[config.mk]
export PLATFORM = sky130hd
export DESIGN_NAME = piso_serializer
export DESIGN_NICKNAME = d
export VERILOG_FILES = /design/src/rtl/serial_pkg.sv /design/src/rtl/piso_serializer.sv
export SDC_FILE = /design/constraint.sdc
export NUM_CORES = 1
export LEC_CHECK = 0
export ABC_CLOCK_PERIOD_IN_PS = 1950
export CORE_MARGIN = 2
export CORE_UTILIZATION = 45
export CTS_CLUSTER_DIAMETER = 150
export DETAILED_ROUTE_END_ITERATION = 16
export PLACE_DENSITY = 0.75
export SYNTH_ARGS = -nofsm -noshare
export SYNTH_HDL_FRONTEND = slang
export SYNTH_SLANG_ARGS = --single-unit
[constraint.sdc]
create_clock -name clk -period 1.95 [get_ports clk]
set_clock_uncertainty 0.2 [all_clocks]
set_input_delay 0.39 -clock clk [delete_from_list [all_inputs] [get_ports clk]]
set_output_delay 0.39 -clock clk [all_outputs]
set_load 0.05 [all_outputs]
[src/rtl/serial_pkg.sv]
// Shared serial-stream definitions: serializer FSM states and the default word
// width also used by the pattern-detector stream generators.
package serial_pkg;

  localparam int SER_WIDTH = 8;

  typedef enum logic {
    IDLE  = 1'b0,
    SHIFT = 1'b1
  } state_t;

endpackage

[src/rtl/piso_serializer.sv]
// Parallel-in/serial-out stage: takes WIDTH-bit words over valid/ready and
// streams them one bit per clock, back-to-back words with no idle bubble.
module piso_serializer
  import serial_pkg::*;
#(
  parameter int WIDTH     = SER_WIDTH,
  parameter bit MSB_FIRST = 1'b1,
  parameter bit IDLE_BIT  = 1'b0
) (
  input  logic             clk,
  input  logic             rst_n,
  input  logic [WIDTH-1:0] din,
  input  logic             din_valid,
  output logic             din_ready,
  output logic             ser_out,
  output logic             ser_valid,
  output logic             frame_done,
  output logic             busy,
  output state_t           state_dbg
);

  // Handshake: a word transfers on a rising edge where din_valid && din_ready.
  // din_ready depends only on registered state, never on din_valid.

  localparam int CW = $clog2(WIDTH);
  localparam logic [CW-1:0] LAST = CW'(WIDTH - 1);

  state_t           state, state_n;
  logic [WIDTH-1:0] shreg, shreg_n, shreg_shift;
  logic [CW-1:0]    bit_cnt, bit_cnt_n;
  logic             ser_out_q, ser_out_n;
  logic             ser_valid_q, ser_valid_n;
  logic             first_bit, next_bit;
  logic             last, accept;

  // Output end of the shift register fixed at elaboration time.
  generate
    if (MSB_FIRST) begin : g_msb
      assign first_bit   = din[WIDTH-1];
      assign next_bit    = shreg[WIDTH-2];
      assign shreg_shift = {shreg[WIDTH-2:0], 1'b0};
    end else begin : g_lsb
      assign first_bit   = din[0];
      assign next_bit    = shreg[1];
      assign shreg_shift = {1'b0, shreg[WIDTH-1:1]};
    end
  endgenerate

  assign last      = (bit_cnt == LAST);
  assign din_ready = (state == IDLE) || ((state == SHIFT) && last);
  assign accept    = din_valid && din_ready;

  always_comb begin
    state_n     = state;
    shreg_n     = shreg;
    bit_cnt_n   = bit_cnt;
    ser_out_n   = ser_out_q;
    ser_valid_n = ser_valid_q;
    case (state)
      IDLE: begin
        if (accept) begin
          state_n     = SHIFT;
          shreg_n     = din;
          bit_cnt_n   = '0;
          ser_out_n   = first_bit;
          ser_valid_n = 1'b1;
        end else begin
          ser_out_n   = IDLE_BIT;
          ser_valid_n = 1'b0;
        end
      end
      SHIFT: begin
        if (!last) begin
          shreg_n   = shreg_shift;
          ser_out_n = next_bit;
          bit_cnt_n = bit_cnt + CW'(1);
        end else if (accept) begin
          // Reload on the last bit so the next word follows with no gap.
          shreg_n     = din;
          bit_cnt_n   = '0;
          ser_out_n   = first_bit;
          ser_valid_n = 1'b1;
        end else begin
          state_n     = IDLE;
          ser_out_n   = IDLE_BIT;
          ser_valid_n = 1'b0;
        end
      end
      default: begin
        state_n     = IDLE;
        ser_out_n   = IDLE_BIT;
        ser_valid_n = 1'b0;
      end
    endcase
  end

  always_ff @(posedge clk or negedge rst_n) begin
    if (!rst_n) begin
      state       <= IDLE;
      shreg       <= '0;
      bit_cnt     <= '0;
      ser_out_q   <= IDLE_BIT;
      ser_valid_q <= 1'b0;
    end else begin
      state       <= state_n;
      shreg       <= shreg_n;
      bit_cnt     <= bit_cnt_n;
      ser_out_q   <= ser_out_n;
      ser_valid_q <= ser_valid_n;
    end
  end

  assign ser_out    = ser_out_q;
  assign ser_valid  = ser_valid_q;
  assign busy       = ser_valid_q;
  assign frame_done = ser_valid_q && last;
  assign state_dbg  = state;

endmodule
==> flow_metrics.tcl <==
set metrics [dict create \
    p_sw_frac 0.410 \
    portBuffers 16 \
    min_path_type "in -> async" \
    synth_nets 67 \
    fp.dieArea_um2 1700 \
    synthArstFlopShare 1.00 \
    cap_violations 0 \
    p_int_mw 0.790 \
    dp_slack_ps 153 \
    drt_iter0_markers 3 \
    critPathRequiredTime_ps 1360 \
    r2r_cells 6 \
    combPwrFrac 0.545 \
    ys_warn_count 0 \
    clockPowerShare 0.123 \
    cts_buffers 3 \
    fill_cells 118 \
    synthFlopType "dfrtp_1" \
    clk_pin_slew_ps 80 \
    worst_pin_slew_ps 329 \
    die_w_um 41.2 \
    cp_max_fo 2 \
    syn_inst 54 \
    fin_cells 92 \
    area_growth_pct 39.0 \
    synth_area_um2 623 \
    holdBufCountCts 0 \
    synth_area_leaders "dfrtp_1, mux2i_1, nand2_1" \
    p_sw_mw 0.550 \
    cts_root_buf "clkbuf_4" \
    vias 446 \
    wl_per_cell_um 12.4 \
    synth_area_leader_cell "dfrtp_1" \
    overflow 0 \
    vdd.ir_drop.worst_uv 696 \
    layout_setup_ws_ps 32.7 \
    rsz0062_at_grt "true" \
    power.leakage_nw 0.411 \
    die_y_um 41.2 \
    grt_start_max_net_pins 15 \
    grt_pass1_wl_mm 1.61 \
    synth-edff-count 0 \
    drc 0 \
    cts_tree "yes" \
    p_per_area_nw_per_um2 1550 \
    synth-seq-cells 13 \
    drv_slew 0 \
    end_kind "output port" \
    min_period_ps 1920 \
    max_slew_margin 0.780 \
    antenna_found_initial 0 \
    hold_violations 0 \
    insertion_delay_ps 270 \
    rows 13 \
    cts.htree.levels 1 \
    dr.pass1.iters 4 \
    cp.arrival_ps 1330 \
    reg2reg_to "busy" \
    cp-start-kind "flop" \
    layout-drive-gt1-share 0.312 \
    synth.distinct_cells 16 \
    seq_area_frac_synth 0.522 \
    drtAntennaViolNets 0 \
    routed_wl_mm 1.14 \
    rr_startpoint "bit_cnt[0]" \
    start_util 0.479 \
    path_class "reg -> out" \
    fin_crit_sh 0.983 \
    syn_avg_cell_area_um2 11.5 \
    fmax_mhz 522 \
    antenna_cells 0 \
    viasPerCell 4.85 \
    final_common_cell "dfrtp_1" \
    grt_pass1_vias 368 \
    grt_use_total 0.157 \
    coreArea_um2 1300 \
    clockBufferDepth 2 \
    ioPinCount 17 \
    r2r_setup_slack_ps 190 \
    place.gp.congestion 0.651 \
    dp.final_hpwl_um 815 \
    netlist.area_leader.share 0.522 \
    cts_sinks 13 \
    placed_cells 85 \
    power_frac_seq 0.333 \
    status "finished, final reports clean" \
    layout_common_cells "dfrtp_1, buf_4, nand2_1, clkdlybuf4s50_1, mux2i_1" \
    final_net_count 91 \
    finalSetupViolCount 0 \
]
## cell usage after synthesis, types with 2 or more instances
cell / count
o21ai_1: 6
buf_4: 2
nand2_1: 10
buf_6: 2
nand2b_1: 2
o21ai_0: 3
dfrtp_1: 13
mux2i_1: 7
ha_1: 2
## how the worst max path moves through the flow
stage	startpoint	end
finish	bit_cnt[0]	din_ready
CTS	bit_cnt[1]	din_ready
detailed placement	bit_cnt[0]	din_ready
global placement	bit_cnt[0]	din_ready
global route	bit_cnt[1]	din_ready
floorplan	bit_cnt[0]	din_ready
## worst max-delay path, cell delays in order, from the launching register on
cell	delay [ps]
dfrtp_1	390
ha_2	200
ha_4	160
nor2b_4	110
inv_2	50
buf_8	140
## cells by family (layout without fill, tap and decap cells)
kind of cell | Yosys count | count (layout) | synth area share
simple gates | 16 | 16 | 0.133
fa+ha+maj | 2 | 2 | 0.0402
buf+inv | 5 | 28 | 0.0662
flops | 13 | 13 | 0.522
compound gates | 9 | 9 | 0.0723
mux | 9 | 9 | 0.167
## state kept, by name (all words and copies together), names as in the netlist
name and flops:
busy 1, state_dbg 1, shreg 7, ser_out 1, bit_cnt 3
## cell type report
class / instances / area (µm²) / share of cell area
well taps: 15 / 18.8 / 0.0217
repair buffers: 23 / 218 / 0.251
multi-input cells: 36 / 274 / 0.316
inverters: 1 / 3.75 / 0.00434
flip-flops and latches: 13 / 325 / 0.376
clock buffers: 4 / 26.3 / 0.0303
## layer usage
metal,part of all wire,wire length [µm],global-route usage,vias up
met1,0.42,484,0.192,214
met2,0.53,606,0.250,7
li1,-,-,-,223
met5,0,0,0,-
met3,0.031,35,0.0326,2
met4,0.011,12,0.0968,0
## power groups by stage
stage          Clock (mW)  Combinational [mW]  Sequential [mW]
2_1_floorplan           0               0.411            0.517
3_3_place_gp            0               0.622            0.448
3_5_place_dp            0               0.635            0.455
4_1_cts             0.169               0.714            0.443
5_1_grt             0.180               0.787            0.459
6_report            0.164               0.730            0.446
## per-stage QoR
| stage | setup TNS (ps) | cell area [µm²] | utilization | hold WS [ps] | total power [mW] |
|---|---|---|---|---|---|
| 4_1_cts | 0 | 856 | 0.658 | 180 | 1.33 |
| 5_1_grt | -24.9 | 866 | 0.665 | 186 | 1.43 |
| 2_1_floorplan | 0 | 623 | - | -106 | 0.928 |
| 3_5_place_dp | 0 | 792 | 0.609 | 272 | 1.09 |
| 3_3_place_gp | 0 | 792 | 0.609 | 261 | 1.07 |
| 6_report | 0 | 866 | 0.665 | 176 | 1.34 |
## repair_timing
item | CTS | global route
hold endpoints to repair | 0 | 0
setup endpoints to repair | 2 | 1
gates resized for setup | 5 | 1
buffers inserted | 3 | 0
No activity file was read; power rests on OpenSTA's default activity.
==> RTL edit 1: new RTL, config.mk and constraints unchanged <==
The parameter `MSB_FIRST` goes from 1'b1 to 1'b0.
--- a/src/rtl/piso_serializer.sv
+++ b/src/rtl/piso_serializer.sv
@@ -5,5 +5,5 @@
 #(
   parameter int WIDTH     = SER_WIDTH,
-  parameter bit MSB_FIRST = 1'b1,
+  parameter bit MSB_FIRST = 1'b0,
   parameter bit IDLE_BIT  = 1'b0
 ) (
Behaviour: not the same (Yosys sat finds a counterexample within 4 cycles, from zero or initial values and one cycle with rst_n low).
==> RTL edit 1 against the original RTL <==
The run now ends with negative setup slack left; design area up 7.1%; synthesized area increased by 6.2%; total power increased by 4.5%; wire length fell by 4.8%; register-to-register slack worse by 0.02 ns; non-clock buffer count rose by 1; worst setup slack got worse by 0.044 ns; clock power fell by 4%; sequential cell count did not move; critical path type unchanged; largest power group unchanged.
==> RTL edit 1: results (changes against the original RTL) <==
\begin{tabular}{lr}
\hline
Metric & Value \\
\hline
\multicolumn{2}{l}{\textbf{Power and ir drop}} \\
\quad Power density over cell area & 1510 nW/um\^{}2 (-2.4\%) \\
\quad Power share of the clock group & 0.113 (-0.010) \\
\quad Fraction of power spent switching nets & 0.3728 (-0.03770) \\
\quad VDD IR max & 0.9472 mV (+36\%) \\
\multicolumn{2}{l}{\textbf{Drt}} \\
\quad DR iter-0 viols & 5 (+2) \\
\quad Routed wirelength normalized by instance count & 12.60 um (+1.8\%) \\
\quad Met2 wire length & 511 um (-16\%) \\
\quad Vias per cell & 4.605 (-5.0\%) \\
\quad Highest signal layer in the routed design & met3 \\
\quad Routed wl met3 & 77 um (+120\%) \\
\quad Via count & 396 (-11\%) \\
\multicolumn{2}{l}{\textbf{Timing}} \\
\quad Endpoints failing setup & 1 (+1) \\
\quad Sum of negative setup slack & -0.01173 ns (-0.01173 ns) \\
\quad Hold Slack & 0.2162 ns (+0.04058 ns) \\
\quad Rel. slew slack & 0.8879 (+0.1076) \\
\quad Final setup slack of the worst path & -0.01173 ns (-0.04445 ns) \\
\multicolumn{2}{l}{\textbf{Placement}} \\
\quad Standard cell area after detailed placement & 858.3 um\^{}2 (+8.4\%) \\
\quad Placed wire-length estimate & 759.7 um (-6.8\%) \\
\quad Final weighted congestion in routability-driven placement & 0.6605 (+1.4\%) \\
\quad Number of instances in the placed design & 79 (-7.1\%) \\
\multicolumn{2}{l}{\textbf{Yosys}} \\
\quad Area fraction in compound gates after synthesis & 0.007561 (-0.06473) \\
\quad Fraction of the mapped netlist area in adder cells & 0.03781 (-0.002353) \\
\quad Share of the yosys chip area belonging to registers & 0.4915 (-0.03059) \\
\quad Distinct cell type count of the synthesized netlist & 18 (+2) \\
\quad Most instantiated cells after synthesis & dfrtp\_1 (13), mux2\_2 (8), mux2\_4 (6) \\
\quad Count of mapped cells out of synthesis & 46 (-15\%) \\
\quad Mux share of post-synthesis cell area & 0.3195 (+0.1528) \\
\quad Post-synth net total & 59 (-12\%) \\
\quad Largest cells by area after synthesis & dfrtp\_1 (49\%), mux2\_2 (14\%), mux2\_4 (14\%), ha\_1 (3.8\%), buf\_6 (3.4\%) \\
\multicolumn{2}{l}{\textbf{Worst setup path}} \\
\quad Endpoint of the lowest-slack register-to-register path & shreg[4]\$\_DFF\_PN0\_ \\
\quad Register-to-register path setup slack & 0.17 ns (-0.02 ns) \\
\multicolumn{2}{l}{\textbf{Status}} \\
\quad Status & complete, but fails checks \\
\quad Failing checks & negative setup slack \\
\multicolumn{2}{l}{\textbf{Global route}} \\
\quad Global Route Usage Sum & 0.1454 (-0.01164) \\
\quad Number of global-route vias before repair & 415 (+13\%) \\
\quad GR Layer Usage met2 & 0.2123 (-0.03769) \\
\quad Pin count of the biggest net entering global routing & 14 (-1) \\
\quad Met3 Use GR & 0.07759 (+0.04498) \\
\quad Global routing met1 resource utilization & 0.1798 (-0.01208) \\
\quad First-pass GRT wire length & 1863 um (+15\%) \\
\multicolumn{2}{l}{\textbf{Cells and area}} \\
\quad Post-layout net count & 85 (-6.6\%) \\
\hline
\end{tabular}
==> RTL edit 1: cell count changes after synthesis <==
cell,unedited run,this run
buf_4,2,1
mux2i_1,7,2
and2b_1,0,1
nand3b_1,0,1
o21ai_0,3,1
nand2_1,10,1
mux2_2,1,8
mux2i_4,1,0
nor2b_1,0,1
o21ai_1,6,0
mux2_1,0,1
or2_4,1,0
mux2_4,0,6
==> RTL edit 1: cell type report <==
class                           count  area, um^2
Multi-Input combinational cell     29       317.8
Clock buffer                        4       26.28
Timing Repair Buffer               24       230.2
Fill cell                          99       406.6
Tap cell                           15       18.77
Inverter                            1       8.758
Sequential cell                    13       325.3
==> RTL edit 1: cell families after synthesis <==
logic type / Yosys count
AOI/OAI and AO/OA: 1
buffers and inverters: 4
adders and majority gates: 2
and+or+nand+nor: 9
muxes: 17
DFF: 13
==> RTL edit 1: timing repair <==
action,CTS,global route
buffers inserted,3,0
pin swaps,1,0
setup endpoints to repair,2,2
hold endpoints to repair,0,0
resized for setup,5,0
==> RTL edit 2: new RTL, same settings <==
Made on the original files. Make the reset (`rst_n`) synchronous in one clocked block.
--- a/src/rtl/piso_serializer.sv
+++ b/src/rtl/piso_serializer.sv
@@ -95,5 +95,5 @@
   end
 
-  always_ff @(posedge clk or negedge rst_n) begin
+  always_ff @(posedge clk) begin
     if (!rst_n) begin
       state       <= IDLE;
Function: differs if rst_n is asserted again (counterexample within 4 cycles, from zero or initial values and one cycle with rst_n low); with rst_n held inactive, the same outputs for 10 cycles.
==> RTL edit 2 against the original RTL <==
Critical path depth unchanged; highest routed layer is now met3; sequential cell count unchanged; worst setup slack improved by 0.0091 ns; design area is 3.6% lower; largest cell class is now multi-input combinational cells; first-iteration DRC count shrank 67%; wire length down 8.1%; synthesized area is 1.0% lower.
Power is not compared: it rests on default switching activity, and its combinational part moved more than twofold at a synthesized area within 25%.
==> RTL edit 2: results (changes against the original RTL) <==
\begin{tabular}{lr}
\hline
Metric & Value \\
\hline
\multicolumn{2}{l}{\textbf{Yosys}} \\
\quad Post-synth net total & 73 (+9.0\%) \\
\quad Post-synth ARST share & 0 (-1.000) \\
\quad Share of the yosys chip area belonging to registers & 0.4219 (-0.1002) \\
\quad Largest cells by area after synthesis & dfxtp\_1 (42\%), mux2i\_1 (11\%), ha\_1 (4.1\%), a21boi\_1 (3.7\%), nand2\_1 (3.7\%) \\
\quad Most instantiated cells after synthesis & dfxtp\_1 (13), mux2i\_1 (7), nand2\_1 (6) \\
\quad Distinct cell type count of the synthesized netlist & 22 (+6) \\
\multicolumn{2}{l}{\textbf{Global route}} \\
\quad Global Route Usage Sum & 0.1537 (-0.003390) \\
\quad Number of global-route vias before repair & 415 (+13\%) \\
\quad Pin count of the biggest net entering global routing & 14 (-1) \\
\multicolumn{2}{l}{\textbf{Drt}} \\
\quad DR iter-0 viols & 1 (-2) \\
\quad Highest signal layer in the routed design & met3 \\
\quad Metal-1 WL & 494 um (+2.1\%) \\
\quad Routed wirelength normalized by instance count & 10.79 um (-13\%) \\
\quad Routed wl met3 & 61 um (+74\%) \\
\multicolumn{2}{l}{\textbf{Cells and area}} \\
\quad Post-layout net count & 96 (+5.5\%) \\
\quad Proportion of layout cells with a drive suffix above 1 & 0.3171 (+0.005385) \\
\quad Filler cell count & 101 (-14\%) \\
\multicolumn{2}{l}{\textbf{Worst setup path}} \\
\quad R2r worst-path depth & 8 (+2) \\
\quad Register-to-register path setup slack & 0.25 ns (+0.06 ns) \\
\quad Max incr delay on CP & 0.33 ns (-0.06 ns) \\
\quad Endpoint of the lowest-slack register-to-register path & shreg[5]\$\_SDFF\_PN0\_ \\
\quad Startpoint of the worst-slack reg-to-reg timing path & bit\_cnt[0]\$\_SDFF\_PN0\_ \\
\multicolumn{2}{l}{\textbf{Status}} \\
\quad Status & complete, no violations \\
\multicolumn{2}{l}{\textbf{Placement}} \\
\quad Placed wire-length estimate & 720.9 um (-12\%) \\
\quad Worst setup slack before clock tree synthesis & 0.1959 ns (+0.04274 ns) \\
\quad Final weighted congestion in routability-driven placement & 0.6343 (-2.6\%) \\
\multicolumn{2}{l}{\textbf{Timing}} \\
\quad Rel. slew slack & 0.7114 (-0.06884) \\
\multicolumn{2}{l}{\textbf{Hold path}} \\
\quad Worst min-delay path class & flop to flop \\
\hline
\end{tabular}
## RTL edit 2: changes by cell type after synthesis, moves of 3 or more
cell / before / now
a21boi_1: 0 / 3
nand2_1: 10 / 6
dfxtp_1: 0 / 13
dfrtp_1: 13 / 0
o21ai_1: 6 / 0
a21oi_1: 0 / 4
## RTL edit 2: routing by layer
layer / vias to the layer above / global-route usage
met5: - / 0
met4: 0 / 0.07500
met3: 0 / 0.03261
met2: 15 / 0.2539
met1: 207 / 0.1860
li1: 249 / -
## RTL edit 2: critical path, delay by kind of cell (launching register included)
| family | cells | cell delay (ns) |
|---|---|---|
| flip-flops | 1 | 0.33 |
| adder cells (fa/ha/maj) | 2 | 0.35 |
| buffers and inverters | 2 | 0.18 |
| AND/OR/NAND/NOR | 1 | 0.18 |
## RTL edit 2: worst max path at each step
stage,startpoint,to,slack (ns)
5_1_grt,bit_cnt[0]$_SDFF_PN0_,din_ready,0.0009
2_1_floorplan,state_dbg$_SDFF_PN0_,din_ready,0.20
4_1_cts,bit_cnt[0]$_SDFF_PN0_,din_ready,0.01
3_5_place_dp,bit_cnt[0]$_SDFF_PN0_,din_ready,0.20
6_report,bit_cnt[0]$_SDFF_PN0_,din_ready,0.04
3_3_place_gp,bit_cnt[0]$_SDFF_PN0_,din_ready,0.22
## RTL edit 2: cell type report
type | instances | area, um^2 | share of cell area
clock buffer | 4 | 26.28 | 0.03148
inverter | 1 | 11.26 | 0.01349
multi-input combinational | 41 | 299.0 | 0.3583
sequential | 13 | 261.5 | 0.3133
tap | 15 | 18.77 | 0.02249
timing repair buffer | 23 | 217.7 | 0.2609
## RTL edit 2: repair_timing
item | 4_1_cts | 5_1_grt
setup endpoints to repair | 2 | 2
buffers inserted | 3 | 0
hold buffers | 0 | 0
gates resized for setup | 4 | 1
## RTL edit 2: logic make-up after synthesis
kind of cell               synth area share
AOI/OAI and AO/OA                    0.1947
and+or+nand+nor                      0.1278
DFF                                  0.4219
muxes                                0.1136
buffers and inverters                0.1014
adders and majority gates           0.04056
## RTL edit 2: through the flow
stage / hold slack, ns / instance area, um^2 / std cells
2_1_floorplan: 0.2301 / 616.8 / 60
3_3_place_gp: 0.2476 / 772.0 / 90
3_5_place_dp: 0.2497 / 772.0 / 90
4_1_cts: 0.2620 / 832.0 / 97
5_1_grt: 0.2795 / 834.6 / 97
6_report: 0.2575 / 834.6 / 97
## RTL edit 2: where the power goes
part	leakage (nW)	switching (mW)	internal, mW
registers	0.108	0.00940	0.283
logic	0.232	0.0649	0.0632
clock network	0.0150	0.0854	0.0791
total	0.354	0.160	0.426
